<file path="src/rtl/sevenseg_scan_decoder.sv">
// Recovers 4 digits from a multiplexed 7-seg scan: 2-flop sync, settle filter, slot-order FSM, commit 2 cycles after the slot-3 sample; no backpressure.
// Define SEG_ERR_CNT_EN to build the saturating err_cnt counter; otherwise err_cnt is tied to 0.
module sevenseg_scan_decoder #(
   parameter int SETTLE      = 4,
   parameter int TIMEOUT_CYC = 4_000_000
) (
   input  logic       clk,
   input  logic       rst_n,
   input  logic [3:0] an,
   input  logic [6:0] seg,
   output logic [3:0] digit0,
   output logic [3:0] digit1,
   output logic [3:0] digit2,
   output logic [3:0] digit3,
   output logic [3:0] blank,
   output logic       frame_valid,
   output logic       err,
   output logic [7:0] err_cnt,
   output logic       stale
);

   localparam int SW = $clog2(SETTLE + 1);
   localparam int TW = $clog2(TIMEOUT_CYC + 1);

   typedef enum logic {HUNT = 1'b0, TRACK = 1'b1} state_t;

   state_t          state_q, state_d;
   logic [3:0]      an_m_q, an_m_d, an_s_q, an_s_d, an_p_q, an_p_d;
   logic [6:0]      seg_m_q, seg_m_d, seg_s_q, seg_s_d, seg_p_q, seg_p_d;
   logic [SW-1:0]   stab_q, stab_d;
   logic            sampled_q, sampled_d;
   logic [TW-1:0]   stale_cnt_q, stale_cnt_d;
   logic [1:0]      exp_q, exp_d;
   logic [3:0][3:0] stage_val_q, stage_val_d, digit_q, digit_d;
   logic [3:0]      stage_blk_q, stage_blk_d, blank_q, blank_d;
   logic            commit_q, commit_d, frame_valid_q, frame_valid_d, err_q, err_d;

   logic       in_chg, an_chg, settle_evt, one_hot, idle, sample, bad_an;
   logic [1:0] slot;
   logic       dec_ok, dec_blk;
   logic [3:0] dec_val;

   assign in_chg     = {an_s_q, seg_s_q} != {an_p_q, seg_p_q};
   assign an_chg     = an_s_q != an_p_q;
   assign idle       = an_s_q == 4'b1111;
   assign settle_evt = !in_chg && (stab_q == SW'(SETTLE - 1));
   assign sample     = settle_evt && one_hot && !sampled_q;
   assign bad_an     = settle_evt && !one_hot && !idle;

   always_comb begin
      slot    = 2'd0;
      one_hot = 1'b1;
      case (an_s_q)
         4'b1110: slot = 2'd0;
         4'b1101: slot = 2'd1;
         4'b1011: slot = 2'd2;
         4'b0111: slot = 2'd3;
         default: one_hot = 1'b0;
      endcase
      dec_ok  = 1'b1;
      dec_blk = 1'b0;
      dec_val = 4'd0;
      case (seg_s_q)
         7'h40: dec_val = 4'd0;
         7'h79: dec_val = 4'd1;
         7'h24: dec_val = 4'd2;
         7'h30: dec_val = 4'd3;
         7'h19: dec_val = 4'd4;
         7'h12: dec_val = 4'd5;
         7'h02: dec_val = 4'd6;
         7'h78: dec_val = 4'd7;
         7'h00: dec_val = 4'd8;
         7'h10: dec_val = 4'd9;
         7'h7F: dec_blk = 1'b1;
         default: begin
            dec_ok  = 1'b0;
            dec_val = 4'hF;
         end
      endcase
   end

   always_comb begin
      an_m_d  = an;
      an_s_d  = an_m_q;
      an_p_d  = an_s_q;
      seg_m_d = seg;
      seg_s_d = seg_m_q;
      seg_p_d = seg_s_q;

      if (in_chg)                      stab_d = '0;
      else if (stab_q != SW'(SETTLE))  stab_d = stab_q + SW'(1);
      else                             stab_d = stab_q;

      sampled_d = an_chg ? 1'b0 : (sampled_q | sample);

      if (an_chg)                              stale_cnt_d = '0;
      else if (stale_cnt_q != TW'(TIMEOUT_CYC)) stale_cnt_d = stale_cnt_q + TW'(1);
      else                                     stale_cnt_d = stale_cnt_q;

      // Staging lands one edge before the copy, so digits only ever move as a full frame.
      digit_d       = commit_q ? stage_val_q : digit_q;
      blank_d       = commit_q ? stage_blk_q : blank_q;
      frame_valid_d = commit_q;
   end

   always_comb begin
      state_d     = state_q;
      exp_d       = exp_q;
      stage_val_d = stage_val_q;
      stage_blk_d = stage_blk_q;
      commit_d    = 1'b0;
      err_d       = 1'b0;
      if (state_q == HUNT) begin
         if (sample && slot == 2'd0) begin
            if (!dec_ok) begin
               err_d = 1'b1;
            end else begin
               stage_val_d[0] = dec_val;
               stage_blk_d[0] = dec_blk;
               state_d        = TRACK;
               exp_d          = 2'd1;
            end
         end
      end else if (bad_an) begin
         err_d   = 1'b1;
         state_d = HUNT;
      end else if (sample) begin
         if (slot != exp_q) begin
            err_d = 1'b1;
            // An out-of-order slot 0 is still a valid frame start.
            if (slot == 2'd0 && dec_ok) begin
               stage_val_d[0] = dec_val;
               stage_blk_d[0] = dec_blk;
               exp_d          = 2'd1;
            end else begin
               state_d = HUNT;
            end
         end else if (!dec_ok) begin
            err_d   = 1'b1;
            state_d = HUNT;
         end else begin
            stage_val_d[slot] = dec_val;
            stage_blk_d[slot] = dec_blk;
            if (slot == 2'd3) begin
               commit_d = 1'b1;
               state_d  = HUNT;
            end else begin
               exp_d = exp_q + 2'd1;
            end
         end
      end
   end

   always_ff @(posedge clk or negedge rst_n) begin
      if (!rst_n) begin
         state_q       <= HUNT;
         an_m_q        <= '0;
         an_s_q        <= '0;
         an_p_q        <= '0;
         seg_m_q       <= '0;
         seg_s_q       <= '0;
         seg_p_q       <= '0;
         stab_q        <= '0;
         sampled_q     <= 1'b0;
         stale_cnt_q   <= '0;
         exp_q         <= '0;
         stage_val_q   <= '0;
         stage_blk_q   <= '0;
         commit_q      <= 1'b0;
         digit_q       <= '0;
         blank_q       <= 4'b1111;
         frame_valid_q <= 1'b0;
         err_q         <= 1'b0;
      end else begin
         state_q       <= state_d;
         an_m_q        <= an_m_d;
         an_s_q        <= an_s_d;
         an_p_q        <= an_p_d;
         seg_m_q       <= seg_m_d;
         seg_s_q       <= seg_s_d;
         seg_p_q       <= seg_p_d;
         stab_q        <= stab_d;
         sampled_q     <= sampled_d;
         stale_cnt_q   <= stale_cnt_d;
         exp_q         <= exp_d;
         stage_val_q   <= stage_val_d;
         stage_blk_q   <= stage_blk_d;
         commit_q      <= commit_d;
         digit_q       <= digit_d;
         blank_q       <= blank_d;
         frame_valid_q <= frame_valid_d;
         err_q         <= err_d;
      end
   end

`ifdef SEG_ERR_CNT_EN
   logic [7:0] err_cnt_q, err_cnt_d;

   always_comb begin
      err_cnt_d = err_cnt_q;
      if (err_d && err_cnt_q != 8'hFF) err_cnt_d = err_cnt_q + 8'd1;
   end

   always_ff @(posedge clk or negedge rst_n) begin
      if (!rst_n) err_cnt_q <= '0;
      else        err_cnt_q <= err_cnt_d;
   end

   assign err_cnt = err_cnt_q;
`else
   assign err_cnt = 8'h00;
`endif

   assign digit0      = digit_q[0];
   assign digit1      = digit_q[1];
   assign digit2      = digit_q[2];
   assign digit3      = digit_q[3];
   assign blank       = blank_q;
   assign frame_valid = frame_valid_q;
   assign err         = err_q;
   assign stale       = stale_cnt_q == TW'(TIMEOUT_CYC);

endmodule

</file>
<file path="config.mk">
export PLATFORM = sky130hd
export DESIGN_NAME = sevenseg_scan_decoder
export DESIGN_NICKNAME = d
export VERILOG_FILES = /design/src/rtl/sevenseg_scan_decoder.sv
export SDC_FILE = /design/constraint.sdc
export NUM_CORES = 1
export LEC_CHECK = 0
export BUFFER_PORTS_ARGS = -buffer_cell sky130_fd_sc_hd__buf_2
export CAP_MARGIN = 25
export CORE_MARGIN = 1.5
export CORE_UTILIZATION = 59
export DETAILED_ROUTE_END_ITERATION = 8
export GPL_TIMING_DRIVEN = 1
export PLACE_DENSITY = 0.91
export SYNTH_ARGS = -nofsm -noshare
export SYNTH_HDL_FRONTEND = slang
export SYNTH_SLANG_ARGS = --single-unit
export TNS_END_PERCENT = 30
</file>
<file path="constraint.sdc">
create_clock -name clk -period 2.64 [get_ports clk]
set_input_delay 0.396 -clock clk [delete_from_list [all_inputs] [get_ports clk]]
set_output_delay 0.396 -clock clk [all_outputs]
set_load 0.05 [all_outputs]
</file>
==> results of run 1 <==
kinds of logic after synthesis:
| logic type | Yosys count | share of synthesized area, % |
|---|---|---|
| AND/OR/NAND/NOR | 120 | 15.1 |
| flip-flops | 105 | 55.1 |
| buffers and inverters | 45 | 5.00 |
| AO/OA/AOI/OAI | 43 | 6.86 |
| multiplexers | 43 | 10.5 |
| XOR/XNOR | 29 | 5.79 |
| adder cells (fa/ha/maj) | 6 | 1.55 |
| other | 1 | 0.0785 |
Yosys cell counts (3+ instances only):
library cell  instances  area [um2]
nand4_4               3        63.8
clkbuf_1              5        18.8
nand2b_1              4        25.0
and3_1                6        37.5
dfrtp_1             101        2530
mux2_2               21         236
nand3_1              15        75.1
mux2_1               15         169
buf_2                 8        40.0
or3_1                 4        25.0
mux2_4                5        75.1
xor2_1               10        87.6
inv_1                17        63.8
a211oi_1              3        22.5
nand4_1              10        62.6
a21oi_1              10        50.1
xnor2_2               3        48.8
buf_4                11        82.6
o21ai_0               8        40.0
nor4_1                4        25.0
ha_1                  5        62.6
nor3_1                7        35.0
dfstp_2               4         105
nor2_1               30         113
xnor2_1              16         140
nand2_1              19        71.3
registers in the layout (all words and copies together), names as in the netlist:
register     flops
digit0           4
commit_q         1
seg_m_q          7
sampled_q        1
seg_p_q          7
state_q          1
exp_q            2
stage_val_q     16
stab_q           3
seg_p_d          7
digit2           4
frame_valid      1
blank            4
stage_blk_q      4
err              1
an_p_q           4
digit3           4
an_m_q           4
digit1           4
an_p_d           4
stale_cnt_q     22
per-stage QoR:
stage                     setup WS, ns  util, %  cells
final                            0.258     67.4    532
after global placement           0.290     64.3    515
after global routing            0.0900     67.4    532
after floorplan                  0.204        -    399
after CTS                        0.162     67.3    532
after detailed placement         0.158     64.3    515
power breakdown:
group / internal (mW) / total [mW] / switching [mW]
clock network: 0.467 / 1.06 / 0.588
registers: 1.63 / 1.67 / 0.0332
logic: 0.0517 / 0.166 / 0.114
path summary, 6_finish.rpt:
path / slack (ns) / cells past startpoint / endpoint
max: 0.26 / 6 / stage_val_q[9]
min: 0.12 / 1 / an_m_q[3]
max reg2reg: 0.26 / 6 / stage_val_q[9]
min reg2reg: 0.35 / 0 / an_p_d[2]
max in group asynchronous: 1.42 / 3 / blank[1]
min in group asynchronous: 0.47 / 2 / stale_cnt_q[18]
timing repair:
item,in CTS,in global routing
resized for setup,0,1
hold buffers,1,0
endpoints found under the setup margin,0,1
endpoints found under the hold margin,28,0
per-layer routing:
metal	wire length, um	track usage (%)	part of all wire, %
met1	3750	30.1	43
met2	4380	36.2	51
met3	396	4.96	4.6
met4	138	8.46	1.6
met5	0	0	0
final cells by class:
class / instances / area (um2)
clock buffer: 9 / 124
inverter: 17 / 63.8
fill: 557 / 2530
multi-input combinational: 249 / 1930
clock inverter: 7 / 100
tap: 102 / 128
timing repair buffer: 43 / 253
sequential: 105 / 2630
==> out/metrics.cfg, run 1 <==
[status]
status = complete, no violations

[yosys]
avgSynthCellArea_um2 = 12.2
synth_area_um2 = 4780
ys_warn_count = 0
ys_ff_latch = 105
synth_cell_types = 62
syn_inst = 392
async_flop_share_pct = 100
synth_edf_count = 0
ys.flop_type = dfrtp_1
ys_seq_area_share_pct = 55.1

[setup_path]
path_cells = or3b_4 > a2111oi_4 > a2111oi_4 > nand2_4 > o311ai_1 > mux2_1
arrival_ns = 2.64
crit_family = compound AO/OA/AOI/OAI gates
critical_path.startpoint_type = flip-flop
critPathRequiredTime_ns = 2.90
crit_path_max_fanout = 12
critical_path.startpoint = seg_p_d[1]
critPathKind = flip-flop to flip-flop
reg2reg_from = seg_p_d[1]
crit_slowest_cell = dfrtp_1
crit_path_frequent_cell = a2111oi_4
worst_path_largest_cell_delay_ns = 0.56
endpoint_kind = flip-flop
crit_buf_inv = 0

[place]
detailed_place.area_um2 = 5000
portBuffers = 35
dp_hpwl_um = 6000
gp_congestion = 0.874

[power_and_ir_drop]
powerDensity_nw_per_um2 = 552
power.leakage_nw = 2.46
p_total_mw = 2.89
irDropWorstVdd_uv = 472

[layout]
diodes = 0
fin_nets = 443
drive_gt1_share_pct = 25.1
areaGrowthSynthToFinish_pct = 9.56
final_common_cell = dfrtp_1
final_cell_area_um2 = 5230
final_cell_mix = dfrtp_1, buf_2, nor2_1

[route]
post-route-drc-count = 0
dr.pass1.iters = 5
drt_iter0_markers = 215
ant_nets = 0
detail_route.vias_per_cell = 5.77
drt-wirelength-per-cell_um = 16.3
dr_total_vias = 3067
routed_wl_um = 8660

[sta]
holdWs_ns = 0.117
slew_headroom_pct = 46.4
period_share_pct = 90.2
setup_viol = 0
period_needed_ns = 2.38
finalSetupTns_ns = 0
fmax_mhz = 420
rsz0062_at_grt = no
tightest_slew_ns = 0.804
fin_skew_ns = 0.0117
finalHoldViolCount = 0
drv_slew = 0

[clock_tree]
cts_inserted_buffers = 9
cts_setup_buffers = 0
cts_buffer_depth = 2
clk_pin_slew_worst_paths_ns = 0.11
htreeDepth = 3
cts_tree = done
clk_latency_ns = 0.37
cts_sinks = 105
root_buffer = clkbuf_8

[die]
initial_core_util_pct = 61.5
dieHeight_um = 93.0
die_area_um2 = 8640
fp.dieW_um = 93.0
core_area_um2 = 7770
io_pins = 44
fp-row-count = 32

[global_route]
track_usage_pct = 22.5
grt_max_degree = 78
first_global_vias = 3132
grt_pass1_wl_um = 15100
grt_overflow = 0
antenna_found_initial = 0

[job]
cap_violations = 0

[min_path]
min_from = an[3]
min_path_type = input port to flip-flop

Note: power is estimated with default switching activity, not from simulation.
==> run 2, diff against run 1 <==
--- a/config.mk
+++ b/config.mk
@@ -15,4 +15,4 @@
 export SYNTH_ARGS = -nofsm -noshare
 export SYNTH_HDL_FRONTEND = slang
 export SYNTH_SLANG_ARGS = --single-unit
-export TNS_END_PERCENT = 30
+export TNS_END_PERCENT = 10
==> constraint.sdc (replaced) <==
create_clock -name clk -period 2.64 [get_ports clk]
set_input_delay 0.264 -clock clk [delete_from_list [all_inputs] [get_ports clk]]
set_output_delay 0.264 -clock clk [all_outputs]
set_load 0.05 [all_outputs]
==> run 2 against run 1 <==
Compared with the run above:
- flip-flop and latch count did not move
- final cell count rose by 1.3%
- clock power fell by 6%
- sequential share of layout area fell by 0.61 points
- maximum frequency fell by 2.3%
- critical path type unchanged
- sequential power barely moved
- combinational power rose by 2%
- wire length fell by 3.2%
==> out/metrics.cfg, run 2 (synthesis results as in run 1) <==
[status]
status = complete, no violations

[setup_path]
reg2reg_from = seg_p_d[5]
critPathKind = flip-flop to flip-flop
rrSetupSlack_ns = 0.20  ; -0.06 ns
endpoint_kind = flip-flop
critical_path.startpoint_type = flip-flop
arrival_ns = 2.70  ; +0.06 ns
r2r_cells = 6  ; unchanged
r2r-end = stage_val_q[9]
critPathRequiredTime_ns = 2.91  ; about the same
crit_path_max_fanout = 10  ; -2

[global_route]
top_usage_layer = met2
grt_use_met3_pct = 3.58  ; -1.4 points
gr-usage-met1_pct = 28.4  ; -1.7 points
first_global_vias = 3014  ; -3.8%
track_usage_pct = 21.3  ; -1.2 points
grt_overflow = 0  ; unchanged
antenna_found_initial = 0  ; unchanged
grt_pass1_wl_um = 14100  ; -6.4%
groute.layer.met2.usage_pct = 34.2  ; -2.0 points
grt_max_degree = 56  ; -28%

[clock_tree]
cts_setup_buffers = 0  ; unchanged
htreeDepth = 3  ; unchanged
cts_buffer_depth = 2  ; unchanged
cts_inserted_buffers = 9  ; unchanged
clk_latency_ns = 0.38  ; about the same
cts_tree = done
clk_pin_slew_worst_paths_ns = 0.11  ; about the same
root_buffer = clkbuf_8
cts_sinks = 105  ; unchanged

[route]
ant_nets = 0  ; unchanged
drt-wirelength-per-cell_um = 15.6  ; -4.4%
drt_iter0_markers = 258  ; +20%
detail_route.vias_per_cell = 5.68  ; -1.5%
routed_wl_um = 8390  ; -3.2%
post-route-drc-count = 0  ; unchanged
dr_total_vias = 3060  ; -0.23%
dr.pass1.iters = 5  ; unchanged

[layout]
largest_reg_flops = 22  ; unchanged
regMostFlops = stale_cnt_q
fin_util_pct = 68.2  ; +0.82 points
final_cell_area_um2 = 5300  ; +1.2%
final_cell_mix = dfrtp_1, buf_2, nor2_1
final_common_cell = dfrtp_1
areaGrowthSynthToFinish_pct = 10.9
drive_gt1_share_pct = 23.8  ; -1.3 points
fin_nets = 450  ; +1.6%
diodes = 0  ; unchanged
largest_registers = stale_cnt_q: 22 flops, stage_val_q: 16 flops

[power_and_ir_drop]
power.leakage_nw = 2.48  ; +0.71%
sw_frac_of_total_pct = 26.7  ; +1.2 points
powerDensity_nw_per_um2 = 535  ; -3.1%
power_frac_comb_pct = 6.0  ; +0.3 points
p_clk_share_pct = 35.1  ; -1.4 points
irDropWorstVdd_uv = 402  ; -15%
seq_power_share_pct = 58.9  ; +1.2 points
switchingPower_mw = 0.755  ; +2.7%
p_int_mw = 2.08  ; -3.5%
p_total_mw = 2.83  ; -1.9%

[die]
core_area_um2 = 7770  ; unchanged
die_area_um2 = 8640  ; unchanged
fp-row-count = 32  ; unchanged
io_pins = 44  ; unchanged
initial_core_util_pct = 61.5  ; unchanged
fp.dieW_um = 93.0  ; unchanged
dieHeight_um = 93.0  ; unchanged

[place]
detailed_place.area_um2 = 4970  ; -0.60%
gp_congestion = 0.884  ; +1.2%
dp_hpwl_um = 5850  ; -2.6%
portBuffers = 35  ; unchanged
dp_slack_ns = 0.185  ; +0.0271 ns

[job]
cap_violations = 0  ; unchanged

[sta]
rsz0062_at_grt = no
period_needed_ns = 2.44  ; +0.0564 ns
fmax_mhz = 410  ; -2.3%
tightest_slew_ns = 0.765  ; -0.0387 ns
finalWorstSetupSlack_ns = 0.202  ; -0.0564 ns
setup_viol = 0  ; unchanged
drv_slew = 0  ; unchanged
fin_skew_ns = 0.0136  ; +0.00187 ns
finalSetupTns_ns = 0  ; unchanged
slew_headroom_pct = 48.2  ; +1.8 points
period_share_pct = 92.4  ; +2.1 points
finalHoldViolCount = 0  ; unchanged

[min_path]
hold_path_end = an_p_d[2]
min_path_type = flip-flop to flip-flop
hold_path_depth = 0  ; -1
min_from = an_m_q[2]

## run 2: worst max-delay path by stage
stage	cells after the start	slack [ns]	from	endpoint
5_1_grt	6	0.1	seg_p_d[5]	stage_val_q[9]
4_1_cts	6	0.15	seg_p_d[6]	stage_val_q[3]
2_1_floorplan	4	0.20	stale_cnt_q[7]	stale_cnt_q[1]
3_3_place_gp	6	0.29	seg_p_d[6]	stage_blk_q[0]
6_report	6	0.20	seg_p_d[5]	stage_val_q[9]
3_5_place_dp	6	0.19	an_p_d[1]	stage_val_q[3]
## run 2: repair_timing
action	4_1_cts	5_1_grt
hold buffers	12	0
endpoints found under the hold margin	61	0
resized for setup	0	1
endpoints found under the setup margin	0	1
## run 2: power groups by stage
stage / Sequential (mW) / Clock, mW / Combinational, mW
3_5_place_dp: 1.70 / 0 / 0.158
2_1_floorplan: 1.68 / 0 / 0.133
4_1_cts: 1.67 / 1.01 / 0.172
3_3_place_gp: 1.70 / 0 / 0.151
6_report: 1.67 / 0.994 / 0.170
5_1_grt: 1.67 / 1.08 / 0.188
## run 2: layer usage
| metal | up-vias | part of all wire (%) |
|---|---|---|
| met5 | - | 0 |
| met4 | 0 | 2.5 |
| li1 | 1428 | - |
| met1 | 1531 | 44 |
| met2 | 82 | 49 |
| met3 | 19 | 3.8 |
## run 2: through the flow
stage | cells | hold WS, ns
3_5_place_dp | 511 | 0.328
5_1_grt | 539 | 0.365
3_3_place_gp | 511 | 0.319
4_1_cts | 539 | 0.360
6_report | 539 | 0.356
2_1_floorplan | 399 | -0.0316
## run 2: worst max-delay path, stage by stage (launching register included)
cell and delay [ns]:
dfrtp_1 0.55, nor4_2 0.55, and3_1 0.31, a2111oi_4 0.09
nand2_4 0.19, o311ai_1 0.26, mux2_1 0.38
## run 2: final cells by class
| class | count | area, um2 |
|---|---|---|
| Tap cell | 102 | 128 |
| Multi-Input combinational cell | 249 | 1930 |
| Fill cell | 526 | 2470 |
| Sequential cell | 105 | 2630 |
| Inverter | 17 | 63.8 |
| Timing Repair Buffer | 50 | 333 |
| Clock buffer | 9 | 124 |
| Clock inverter | 7 | 83.8 |
